<file path="src/rtl/dmem_arbiter_if.sv">
// rtl/dmem_arbiter_if.sv - core, DMA and memory signal bundle for dmem_arbiter
interface dmem_arbiter_if #(
    parameter int AW = 30,
    parameter int DW = 32
);
    logic          c_req;
    logic          c_we;
    logic [AW-1:0] c_addr;
    logic [DW-1:0] c_wdata;
    logic          c_gnt;
    logic          c_stall;
    logic [DW-1:0] c_rdata;
    logic          c_rvalid;

    logic          d_req;
    logic          d_we;
    logic [AW-1:0] d_addr;
    logic [DW-1:0] d_wdata;
    logic          d_lock;
    logic          d_gnt;
    logic [DW-1:0] d_rdata;
    logic          d_rvalid;

    logic [AW-1:0] mem_addr;
    logic [DW-1:0] mem_wdata;
    logic          mem_we;
    logic [DW-1:0] mem_rdata;

    modport slave (
        input  c_req, c_we, c_addr, c_wdata,
        output c_gnt, c_stall, c_rdata, c_rvalid,
        input  d_req, d_we, d_addr, d_wdata, d_lock,
        output d_gnt, d_rdata, d_rvalid,
        output mem_addr, mem_wdata, mem_we,
        input  mem_rdata
    );

    modport master (
        output c_req, c_we, c_addr, c_wdata,
        input  c_gnt, c_stall, c_rdata, c_rvalid,
        output d_req, d_we, d_addr, d_wdata, d_lock,
        input  d_gnt, d_rdata, d_rvalid,
        input  mem_addr, mem_wdata, mem_we,
        output mem_rdata
    );
endinterface

</file>
<file path="src/rtl/dmem_arbiter.sv">
// rtl/dmem_arbiter.sv - round-robin core/DMA data memory arbiter with bounded DMA burst lock
module dmem_arbiter #(
    parameter int AW       = 30,
    parameter int DW       = 32,
    parameter int MAX_HOLD = 8
) (
    input logic          clk,
    input logic          areset,
    dmem_arbiter_if.slave bus
);
    localparam logic [7:0] HOLD_LIM = 8'(MAX_HOLD - 1);

    logic          last_gnt_q, last_gnt_d;
    logic [7:0]    hold_cnt_q, hold_cnt_d;
    logic [DW-1:0] c_rdata_q, c_rdata_d;
    logic [DW-1:0] d_rdata_q, d_rdata_d;
    logic          c_rvalid_q, c_rvalid_d;
    logic          d_rvalid_q, d_rvalid_d;

    logic          both_req;
    logic          lock_win;
    logic          c_gnt;
    logic          d_gnt;

    always_comb begin
        both_req = bus.c_req & bus.d_req;
        // DMA keeps the bus only while it owned it last and the core has not waited too long
        lock_win = both_req & last_gnt_q & bus.d_lock & (hold_cnt_q < HOLD_LIM);
        d_gnt    = areset & ((bus.d_req & ~bus.c_req) | lock_win | (both_req & ~last_gnt_q));
        c_gnt    = areset & bus.c_req & ~d_gnt;
    end

    always_comb begin
        bus.mem_addr  = '0;
        bus.mem_wdata = '0;
        bus.mem_we    = 1'b0;
        if (c_gnt) begin
            bus.mem_addr  = bus.c_addr;
            bus.mem_wdata = bus.c_wdata;
            bus.mem_we    = bus.c_we;
        end else if (d_gnt) begin
            bus.mem_addr  = bus.d_addr;
            bus.mem_wdata = bus.d_wdata;
            bus.mem_we    = bus.d_we;
        end
    end

    always_comb begin
        last_gnt_d = last_gnt_q;
        if (c_gnt) begin
            last_gnt_d = 1'b0;
        end else if (d_gnt) begin
            last_gnt_d = 1'b1;
        end

        // only lock-driven wins count; an uncontended locked grant leaves the count alone
        if (lock_win) begin
            hold_cnt_d = hold_cnt_q + 8'd1;
        end else if (d_gnt & bus.d_lock) begin
            hold_cnt_d = hold_cnt_q;
        end else begin
            hold_cnt_d = 8'd0;
        end

        c_rvalid_d = c_gnt & ~bus.c_we;
        d_rvalid_d = d_gnt & ~bus.d_we;
        c_rdata_d  = c_rvalid_d ? bus.mem_rdata : c_rdata_q;
        d_rdata_d  = d_rvalid_d ? bus.mem_rdata : d_rdata_q;
    end

    always_ff @(posedge clk or negedge areset) begin
        if (!areset) begin
            last_gnt_q <= 1'b1;
            hold_cnt_q <= 8'd0;
            c_rdata_q  <= '0;
            d_rdata_q  <= '0;
            c_rvalid_q <= 1'b0;
            d_rvalid_q <= 1'b0;
        end else begin
            last_gnt_q <= last_gnt_d;
            hold_cnt_q <= hold_cnt_d;
            c_rdata_q  <= c_rdata_d;
            d_rdata_q  <= d_rdata_d;
            c_rvalid_q <= c_rvalid_d;
            d_rvalid_q <= d_rvalid_d;
        end
    end

    assign bus.c_gnt    = c_gnt;
    assign bus.d_gnt    = d_gnt;
    assign bus.c_stall  = bus.c_req & ~c_gnt;
    assign bus.c_rdata  = c_rdata_q;
    assign bus.d_rdata  = d_rdata_q;
    assign bus.c_rvalid = c_rvalid_q;
    assign bus.d_rvalid = d_rvalid_q;
endmodule

</file>
<file path="src/flat_wrapper.sv">
// flat-port wrapper written by rule: the top's interface ports become plain ports
module dmem_arbiter_flat 
#(
    parameter int AW       = 30,
    parameter int DW       = 32,
    parameter int MAX_HOLD = 8
)
  (clk, areset, bus_c_req, bus_c_we, bus_c_addr, bus_c_wdata, bus_c_gnt, bus_c_stall, bus_c_rdata, bus_c_rvalid, bus_d_req, bus_d_we, bus_d_addr, bus_d_wdata, bus_d_lock, bus_d_gnt, bus_d_rdata, bus_d_rvalid, bus_mem_addr, bus_mem_wdata, bus_mem_we, bus_mem_rdata);
  dmem_arbiter_if #(.AW(AW), .DW(DW)) bus_i ();
  input logic clk;
  input logic areset;
  input wire logic [$bits(bus_i.c_req)-1:0] bus_c_req;
  input wire logic [$bits(bus_i.c_we)-1:0] bus_c_we;
  input wire logic [$bits(bus_i.c_addr)-1:0] bus_c_addr;
  input wire logic [$bits(bus_i.c_wdata)-1:0] bus_c_wdata;
  output wire logic [$bits(bus_i.c_gnt)-1:0] bus_c_gnt;
  output wire logic [$bits(bus_i.c_stall)-1:0] bus_c_stall;
  output wire logic [$bits(bus_i.c_rdata)-1:0] bus_c_rdata;
  output wire logic [$bits(bus_i.c_rvalid)-1:0] bus_c_rvalid;
  input wire logic [$bits(bus_i.d_req)-1:0] bus_d_req;
  input wire logic [$bits(bus_i.d_we)-1:0] bus_d_we;
  input wire logic [$bits(bus_i.d_addr)-1:0] bus_d_addr;
  input wire logic [$bits(bus_i.d_wdata)-1:0] bus_d_wdata;
  input wire logic [$bits(bus_i.d_lock)-1:0] bus_d_lock;
  output wire logic [$bits(bus_i.d_gnt)-1:0] bus_d_gnt;
  output wire logic [$bits(bus_i.d_rdata)-1:0] bus_d_rdata;
  output wire logic [$bits(bus_i.d_rvalid)-1:0] bus_d_rvalid;
  output wire logic [$bits(bus_i.mem_addr)-1:0] bus_mem_addr;
  output wire logic [$bits(bus_i.mem_wdata)-1:0] bus_mem_wdata;
  output wire logic [$bits(bus_i.mem_we)-1:0] bus_mem_we;
  input wire logic [$bits(bus_i.mem_rdata)-1:0] bus_mem_rdata;
  assign bus_i.c_req = bus_c_req;
  assign bus_i.c_we = bus_c_we;
  assign bus_i.c_addr = bus_c_addr;
  assign bus_i.c_wdata = bus_c_wdata;
  assign bus_c_gnt = bus_i.c_gnt;
  assign bus_c_stall = bus_i.c_stall;
  assign bus_c_rdata = bus_i.c_rdata;
  assign bus_c_rvalid = bus_i.c_rvalid;
  assign bus_i.d_req = bus_d_req;
  assign bus_i.d_we = bus_d_we;
  assign bus_i.d_addr = bus_d_addr;
  assign bus_i.d_wdata = bus_d_wdata;
  assign bus_i.d_lock = bus_d_lock;
  assign bus_d_gnt = bus_i.d_gnt;
  assign bus_d_rdata = bus_i.d_rdata;
  assign bus_d_rvalid = bus_i.d_rvalid;
  assign bus_mem_addr = bus_i.mem_addr;
  assign bus_mem_wdata = bus_i.mem_wdata;
  assign bus_mem_we = bus_i.mem_we;
  assign bus_i.mem_rdata = bus_mem_rdata;
  dmem_arbiter #(.AW(AW), .DW(DW), .MAX_HOLD(MAX_HOLD)) u_core (.clk(clk), .areset(areset), .bus(bus_i));
endmodule
</file>
<file path="config.mk">
export PLATFORM = sky130hd
export DESIGN_NAME = dmem_arbiter_flat
export DESIGN_NICKNAME = d
export VERILOG_FILES = /design/src/rtl/dmem_arbiter_if.sv /design/src/rtl/dmem_arbiter.sv /design/src/flat_wrapper.sv
export SDC_FILE = /design/constraint.sdc
export NUM_CORES = 1
export LEC_CHECK = 0
export CAP_MARGIN = 10
export CELL_PAD_IN_SITES_DETAIL_PLACEMENT = 1
export CELL_PAD_IN_SITES_GLOBAL_PLACEMENT = 1
export CORE_ASPECT_RATIO = 0.75
export CORE_UTILIZATION = 27
export DETAILED_ROUTE_END_ITERATION = 16
export GPL_TIMING_DRIVEN = 0
export PLACE_DENSITY = 0.87
export SETUP_SLACK_MARGIN = 0.4
export SYNTH_ARGS = -nofsm -noshare
export SYNTH_HDL_FRONTEND = slang
export SYNTH_SLANG_ARGS = --single-unit
</file>
<file path="constraint.sdc">
create_clock -name clk -period 2.9 [get_ports clk]
set_input_delay 0.58 -clock clk [delete_from_list [all_inputs] [get_ports clk]]
set_output_delay 0.58 -clock clk [all_outputs]
set_load 0.01 [all_outputs]
</file>
# Word-level counts from Yosys, hierarchy flattened
# Cells that the tools add are included.
# op_classes
n_addsub,1
multipliers,0
n_div,0
order_cmp,1
eq_ne,1
shift,0
n_mux,10
bitwise_logic,21
n_reduce_logical,1
# ops
operator,count
2-to-1 mux 32 bit,2
2-to-1 mux 30 bit,2
2-to-1 mux 8 bit,2
AND 1 bit,13
"adder 8 x 1 -> 8 bit, second input constant",1
"< comparator 8 x 3 -> 1 bit, second input constant",1
inverter 1 bit,6
2-to-1 mux 1 bit,4
"!= test 2 x 1 -> 1 bit, second input constant",1
OR 1 bit,2
nonzero test 2 bit,1
# word_totals
regBits,75
latch_bits,0
mem_bits_rw,0
mem_bits_ro,0
inputBits,163
output_inout_bits,132
n_memories,0

# Logic depth before layout (Yosys ltp)
# Gate-level depths: netlist of run 1.
# depth
depth_word,11
ltp_mapped,7

# Least setup slack after synthesis of run 1
# No wires, ideal clock.
# synth_timing
kind,input port to output port
startpoint,in bus_c_req
endpoint,out bus_mem_addr[23]
t_arrival_ps,1796
t_required_ps,2320
setup_slack_ps,524
path_stages,6
path_cell_list,and4bb_4 -> and2_2 -> a21oi_2 -> buf_4 -> buf_4 -> mux2i_1
# synth_between
elab_chain_cells,10
# synth_rtl
element,line_no,text
"start, declared",flat_wrapper.sv:12,input wire logic [$bits(bus_i.c_req)-1:0] bus_c_req;
AND 1 bit,dmem_arbiter.sv:26,both_req = bus.c_req & bus.d_req;
AND 1 bit (3 in series),dmem_arbiter.sv:28,lock_win = both_req & last_gnt_q & bus.d_lock & (hold_cnt_q < HOLD_LIM);
OR 1 bit (2 in series),dmem_arbiter.sv:29,d_gnt = areset & ((bus.d_req & ~bus.c_req) | lock_win | (both_req & ~last_gnt_q));
AND 1 bit,dmem_arbiter.sv:29,
inverter 1 bit,dmem_arbiter.sv:30,c_gnt = areset & bus.c_req & ~d_gnt;
AND 1 bit,dmem_arbiter.sv:30,
2-to-1 mux 30 bit *,dmem_arbiter.sv:37,if (c_gnt) begin
"end, declared",flat_wrapper.sv:28,output wire logic [$bits(bus_i.mem_addr)-1:0] bus_mem_addr;
# Mark *: on every way between the ends. The rest lies on a longest branch, timed or not.

# Worst setup path after layout of run 1
# layout_timing
startpoint,reg u_core.hold_cnt_q[1]
endpoint,out bus_mem_addr[25]
# layout_between
elab_chain_cells,8
# layout_rtl
element,line_no,text
"start, declared",dmem_arbiter.sv:14,"logic [7:0] hold_cnt_q, hold_cnt_d;"
"start signal, assigned",dmem_arbiter.sv:81,hold_cnt_q <= hold_cnt_d;
< comparator 8 x 3 -> 1 bit *,dmem_arbiter.sv:28,
AND 1 bit *,dmem_arbiter.sv:28,
OR 1 bit * (2 in series),dmem_arbiter.sv:29,
AND 1 bit *,dmem_arbiter.sv:29,
inverter 1 bit,dmem_arbiter.sv:30,
AND 1 bit,dmem_arbiter.sv:30,
2-to-1 mux 30 bit *,dmem_arbiter.sv:37,
# Marks and branches as above.

==> results.cfg, run 1 <==
[clocking]
hold_buffers = 0
cts_root_buf = clkbuf_16
path_clk_slew_ns = 0.06
worstSkewPairLatency_ns = 0.33
h-tree-depth = 3
cts_sinks = 75
cts_tree = done
cts_made_buffers = 9
clk_path_buf_depth = 2

[critical_path]
start_kind = flop
worstSetupPathType = reg2out
ff2ff_path_depth = 8
startpoint = u_core.hold_cnt_q[1]
r2r_slack_ns = 0.53
reg2reg_to = u_core.bus.d_rdata[4]
cp_num_buf_inv = 4
crit_arrival_ns = 2.21
slowest_stage = dfrtp_1
cp_max_fo = 5
slowest_delay_ns = 0.37
cpLargestDelayFamily = buffers and inverters
cp_common_cell = buf_12
cp.required_ns = 2.32
r2r_start = u_core.last_gnt_q
worstSetupEndpointType = output pin
crit_chain = ha_2, nand2_2, and2_4, a21oi_4, buf_8, buf_12, buf_12, mux2i_2, buf_2

[sta]
skew_ns = 0.00349
worst_pin_slew_ns = 0.466
fin_crit_sh_pct = 96.2
rsz0062_at_grt = true
max_slew_margin_pct = 68.8
tns_ns = 0
finalHoldViolCount = 0
setup_viol = 0
slew_viol_final = 0
max_freq_mhz = 358
fin_hold_ws_ns = 0.0580
period_needed_ns = 2.79

[min_path]
hold_path.class = in2async

[drt]
wire_per_inst_um = 20.2
viasPerCell = 4.62
final_antenna_net_count = 0
drt-pass1-iter-count = 4
vias = 4394
drt_iter0_markers = 127
drcViolationCount = 0
drt-total-wl_mm = 19.3

[synthesis]
synthCells = 394
synth_top_area_share_pct = 43.3
syn_avg_cell_area_um2 = 10.9
syn_area_mm2 = 0.00428
synth_nets = 558
synth_seq_area_share_pct = 43.9
synth_edf_count = 0
yosys.area.top_type = dfrtp_1
synth_warnings = 0
synthTopCellsByArea = dfrtp_1 43%, mux2i_1 15%, nand2_1 11%, mux2_4 10%, mux2_2 9.2%
async_flop_share_pct = 100
yosysUniqueCellTypes = 31
synth-seq-cells = 75
synthFlopType = dfrtp_1

[cells_and_area]
layout_commonest_cell = clkdlybuf4s50_1
drive_above_1_share_pct = 32.0
n_antenna_cell = 0
area_growth_syn_to_layout_pct = 93.1
final_cell_mix = 224 x clkdlybuf4s50_1, 129 x nand2_1, 74 x dfrtp_1, 65 x buf_2, 55 x mux2i_1
final_cells = 952
num-nets-final = 906

[grt]
grt_max_degree = 38
track_usage_pct = 23.2
antenna_found_initial = 0
grt_pass1_vias = 4915
grt_first_pass_wirelength_mm = 28.9
overflow = 0

[power_and_ir_drop]
switching_power_mw = 1.26
pwr-share-comb_pct = 42.6
pwr-share-seq_pct = 33.4
peakVddDrop_mv = 0.328
power_density_mw_per_mm2 = 518
power.internal_mw = 3.02
switching_share_pct = 29.5
clock_power_share_pct = 24.1
leakagePower_nw = 3.84

[floorplan]
rows = 39
die_x_um = 147
pin_count = 295
die_h_um = 111
core_mm2 = 0.0154
die_area_mm2 = 0.0164
start_util_pct = 27.8

[flow_run]
drv_cap = 0

[place]
routabilityCongestion = 0.918
dp_cells = 894
port-buffer-count = 294
hpwlAfterDp_mm = 13.4

[run_status]
status = finished clean
[cell families after synthesis]
family | after synthesis | share of synthesized area (%)
AOI/OAI and AO/OA | 8 | 1.67
adders and majority gates | 1 | 0.292
buffers and inverters | 29 | 4.50
DFF | 75 | 43.9
muxes | 128 | 34.3
and+or+nand+nor | 153 | 15.3
[power groups by stage]
stage,Combinational [mW],Clock [mW],Sequential [mW]
detailed placement,1.65,0,1.44
global placement,1.61,0,1.42
global route,1.92,1.10,1.45
floorplan,0.538,0,1.53
CTS,1.80,1.06,1.43
finish,1.82,1.03,1.43
[final cells by class]
| class | count | area [um^2] |
|---|---|---|
| clock inverter | 6 | 41.3 |
| buffer | 28 | 332 |
| clock buffer | 10 | 229 |
| tap | 205 | 256 |
| fill | 1674 | 7110 |
| timing repair buffer | 337 | 3210 |
| sequential | 75 | 1880 |
| multi-input combinational | 290 | 2310 |
| inverter | 1 | 3.75 |
[synthesized netlist by cell type, drive strengths merged (3+ instances only)]
library cell / n
nand2: 131
dfrtp: 74
mux2: 64
mux2i: 64
buf: 14
clkbuf: 14
and2: 8
nand3: 5
nor2: 4
a21oi: 3
[how the worst max path moves through the flow]
stage,endpoint,slack (ns),cells past startpoint
2_1_floorplan,bus_mem_addr[23],0.52,6
3_3_place_gp,bus_mem_addr[6],-3.62,8
3_5_place_dp,bus_mem_wdata[0],-1.04,9
4_1_cts,bus_mem_addr[10],0.17,9
5_1_grt,bus_mem_wdata[4],0.04,9
6_report,bus_mem_addr[25],0.11,9
[worst reg2reg max path: stages (launching register included)]
cell,delay [ns]
dfstp_2,0.54
and4bb_4,0.24
buf_4,0.11
buf_4,0.11
nand4_4,0.10
buf_4,0.19
a21oi_4,0.41
buf_12,0.22
mux2_4,0.32
[metrics by stage]
| stage | instance area [um^2] | power, mW | setup slack, ns | util, % |
|---|---|---|---|---|
| global route | 8260 | 4.48 | 0.0444 | 53.8 |
| CTS | 8160 | 4.30 | 0.166 | 53.1 |
| detailed placement | 7500 | 3.09 | -1.04 | 48.8 |
| global placement | 7480 | 3.03 | -3.62 | 48.7 |
| finish | 8260 | 4.28 | 0.110 | 53.8 |
| floorplan | 4280 | 2.07 | 0.524 | - |
[layer usage]
| metal | GRT usage [%] | wire, um |
|---|---|---|
| met5 | 0 | 0 |
| met1 | 26.5 | 7650 |
| met2 | 42.5 | 10100 |
| met3 | 5.64 | 1130 |
| met4 | 6.67 | 377 |
[flip-flops by register name, indices dropped and copies added (netlist names)]
name                 cells
u_core.bus.c_rvalid      1
u_core.hold_cnt_q        8
u_core.bus.c_rdata      32
u_core.bus.d_rvalid      1
u_core.last_gnt_q        1
u_core.bus.d_rdata      32
[timing repair]
action                                  in CTS  in global routing
buffers inserted                            24                 10
endpoints found under the setup margin      66                 66
resized for setup                          354                 14
cloned                                       8                  0
pin swaps                                    6                  5
Note: power is estimated with default switching activity, not from simulation.
==> inputs of run 2 (changes only) <==
--- a/config.mk
+++ b/config.mk
@@ -5,14 +5,15 @@
 export SDC_FILE = /design/constraint.sdc
 export NUM_CORES = 1
 export LEC_CHECK = 0
+export ABC_AREA = 1
 export CAP_MARGIN = 10
 export CELL_PAD_IN_SITES_DETAIL_PLACEMENT = 1
 export CELL_PAD_IN_SITES_GLOBAL_PLACEMENT = 1
 export CORE_ASPECT_RATIO = 0.75
-export CORE_UTILIZATION = 27
+export CORE_UTILIZATION = 24
 export DETAILED_ROUTE_END_ITERATION = 16
 export GPL_TIMING_DRIVEN = 0
-export PLACE_DENSITY = 0.87
+export PLACE_DENSITY = 0.88
 export SETUP_SLACK_MARGIN = 0.4
 export SYNTH_ARGS = -nofsm -noshare
 export SYNTH_HDL_FRONTEND = slang
==> run 2 against run 1 <==
  * Hold slack got worse by 0.016 ns
  * Cell count rose by 15%
  * Clock-buffer cell count rose by 2
  * Maximum frequency rose by 7.4%
  * Critical path depth rose by 2
  * Area after synthesis fell by 9.5%
  * Power fell by 6.7%
  * Sequential cell count did not move
  * Cell area fell by 0.76%
  * Via count rose by 12%
  * Sequential share of layout area rose by 0.17 points
  * First-iteration DRC count rose by 32%
==> results.cfg, run 2 <==
[synthesis]
async_flop_share_pct = 100
synth-seq-cells = 75
synth_most_common_cell = nand2_1
syn_area_mm2 = 0.00387
syn_avg_cell_area_um2 = 7.15
synthTopCellsByArea = dfrtp_1 48%, nand2_1 35%, nand4_1 5.7%, buf_2 2.5%, buf_6 1.7%
synthFlopType = dfrtp_1
synth_common_cells = 359 x nand2_1, 74 x dfrtp_1, 35 x nand4_1
synth_edf_count = 0
yosys.area.top_type = dfrtp_1
synthCells = 542
yosysUniqueCellTypes = 24
synth_warnings = 0
synth_nets = 706
synth_top_area_share_pct = 47.8
synth_seq_area_share_pct = 48.5

[sta]
setup_viol = 0
finalHoldViolCount = 0
timing.final.ws_setup_ns = 0.302
slew_viol_final = 0
skew_ns = 0.0129
fin_hold_ws_ns = 0.0416
rsz0062_at_grt = true
fin_crit_sh_pct = 89.6
max_freq_mhz = 385
worst_pin_slew_ns = 0.541
max_slew_margin_pct = 63.9
period_needed_ns = 2.60

[drt]
final_antenna_net_count = 0
vias = 4909
wire_per_inst_um = 18.4
drcViolationCount = 0
drt-pass1-iter-count = 4
drt-total-wl_mm = 20.1
viasPerCell = 4.49
drt_iter0_markers = 168

[clocking]
cts_made_buffers = 9
h-tree-depth = 3
cts_root_buf = clkbuf_16
path_clk_slew_ns = 0.06
cts_sinks = 75
clk_path_buf_depth = 2
worstSkewPairLatency_ns = 0.34
hold_buffers = 0
cts_tree = done

[power_and_ir_drop]
switching_share_pct = 31.7
clock_power_share_pct = 25.5
pwr-share-seq_pct = 34.7
leakagePower_nw = 4.11
power_density_mw_per_mm2 = 487
power.internal_mw = 2.73
peakVddDrop_mv = 0.309
pwr-share-comb_pct = 39.9
switching_power_mw = 1.27

[place]
routabilityCongestion = 0.813
dp_slack_ns = -0.746
dp_cells = 1042
hpwlAfterDp_mm = 14.3
port-buffer-count = 294

[floorplan]
pin_count = 295
die_h_um = 112
die_area_mm2 = 0.0167
rows = 39
die_x_um = 149
start_util_pct = 25.0
core_mm2 = 0.0155

[cells_and_area]
final_cell_mix = 287 x nand2_1, 224 x clkdlybuf4s50_1, 74 x dfrtp_1, 46 x nand2_2, 40 x buf_2
final_cells = 1093
num-nets-final = 1047
multi_input_area_mm2 = 0.00209
fillCellCount = 1861
area_growth_syn_to_layout_pct = 112
layout_commonest_cell = nand2_1
sequential_cell_area_mm2 = 0.00188
n_antenna_cell = 0
drive_above_1_share_pct = 25.8

[critical_path]
worstSetupEndpointType = output pin
crit_arrival_ns = 2.02
start_kind = flop
cp.required_ns = 2.32
worstSetupPathType = reg2out
cp_max_fo = 6

[grt]
overflow = 0
grt_max_degree = 34
track_usage_pct = 23.1
grt_pass1_vias = 5074
grt_first_pass_wirelength_mm = 29.2
antenna_found_initial = 0

[run_status]
status = finished clean

[flow_run]
drv_cap = 0

[min_path]
hold_path.class = in2async
-- run 2: cell types whose count changed after synthesis, sizes merged, moves of 2 or more --
cell	before	now
nand2	131	361
mux2	64	0
mux2i	64	0
nand4	1	35
inv	1	17
buf	14	25
and2	8	0
clkbuf	14	6
nor2	4	10
a21oi	3	1
o21ai	0	2
o21bai	0	2
-- run 2: repair_timing --
item,CTS,global route
endpoints found under the setup margin,66,65
buffers inserted,12,12
pin swaps,9,33
gates cloned,6,5
resized for setup,287,149
-- run 2: kinds of logic (layout without fill, tap and decap cells) --
family | Yosys count | in the layout | synth area share [%]
and+or+nand+nor | 410 | 410 | 43.4
DFF | 75 | 75 | 48.5
buffers and inverters | 49 | 395 | 6.59
AOI/OAI and AO/OA | 5 | 5 | 0.775
xor gates and xnor gates | 2 | 2 | 0.452
adders and majority gates | 1 | 1 | 0.323
-- run 2: critical path, stage by stage (launching register included) --
cell     delay, ns
dfstp_2       0.55
nand2_2       0.08
nor2_4        0.13
nand3_4       0.14
nand2_8       0.11
nand2_8       0.11
inv_12        0.11
buf_6         0.10
buf_8         0.12
nand2_2       0.05
nand2_2       0.08
buf_6         0.10
-- run 2: final timing paths --
path / slack (ns) / to / cells after the start / from
worst max-delay path: 0.30 / bus_mem_wdata[4] / 11 / u_core.last_gnt_q
worst max register to register: 0.94 / u_core.bus.c_rdata[4] / 9 / u_core.last_gnt_q
max in group asynchronous: 2.28 / u_core.last_gnt_q / 3 / areset
worst min register to register: 0.47 / u_core.bus.d_rdata[19] / 2 / u_core.bus.d_rdata[19]
min in group clk: 0.47 / u_core.bus.d_rdata[19] / 2 / u_core.bus.d_rdata[19]
worst min-delay path: 0.04 / u_core.bus.c_rdata[25] / 1 / areset
-- run 2: power by group through the flow --
stage,clock [mW],combinational [mW],sequential (mW)
floorplan,0,0.367,1.48
global placement,0,1.37,1.39
detailed placement,0,1.42,1.40
CTS,1.05,1.48,1.39
global route,1.08,1.71,1.41
finish,1.02,1.59,1.38
-- run 2: per-stage QoR --
step	power [mW]	util (%)	instance area (um^2)	setup TNS, ns
floorplan	1.85	-	3870	0
global placement	2.77	45.6	7070	-506.78
detailed placement	2.81	45.8	7100	-42.03
CTS	3.91	49.6	7690	0
global route	4.20	52.9	8200	0
finish	3.99	52.9	8200	0
-- run 2: layout make-up --
type                    count  share of cell area (%)
flip-flops and latches     75                    22.9
clock buffers              12                    2.88
repair inverters            2                   0.336
well taps                 205                    3.13
clock inverters             4                   0.336
plain buffers              31                    3.25
inverters                  18                    1.08
repair buffers            328                    40.6
multi-input cells         418                    25.5
-- run 2: layer usage --
| layer | up-vias | GRT usage (%) | routed length [um] |
|---|---|---|---|
| met3 | 22 | 6.91 | 1210 |
| met5 | - | 0 | 0 |
| met1 | 2385 | 30.0 | 8510 |
| met4 | 0 | 4.12 | 320 |
| li1 | 2360 | - | - |
| met2 | 142 | 38.2 | 10000 |
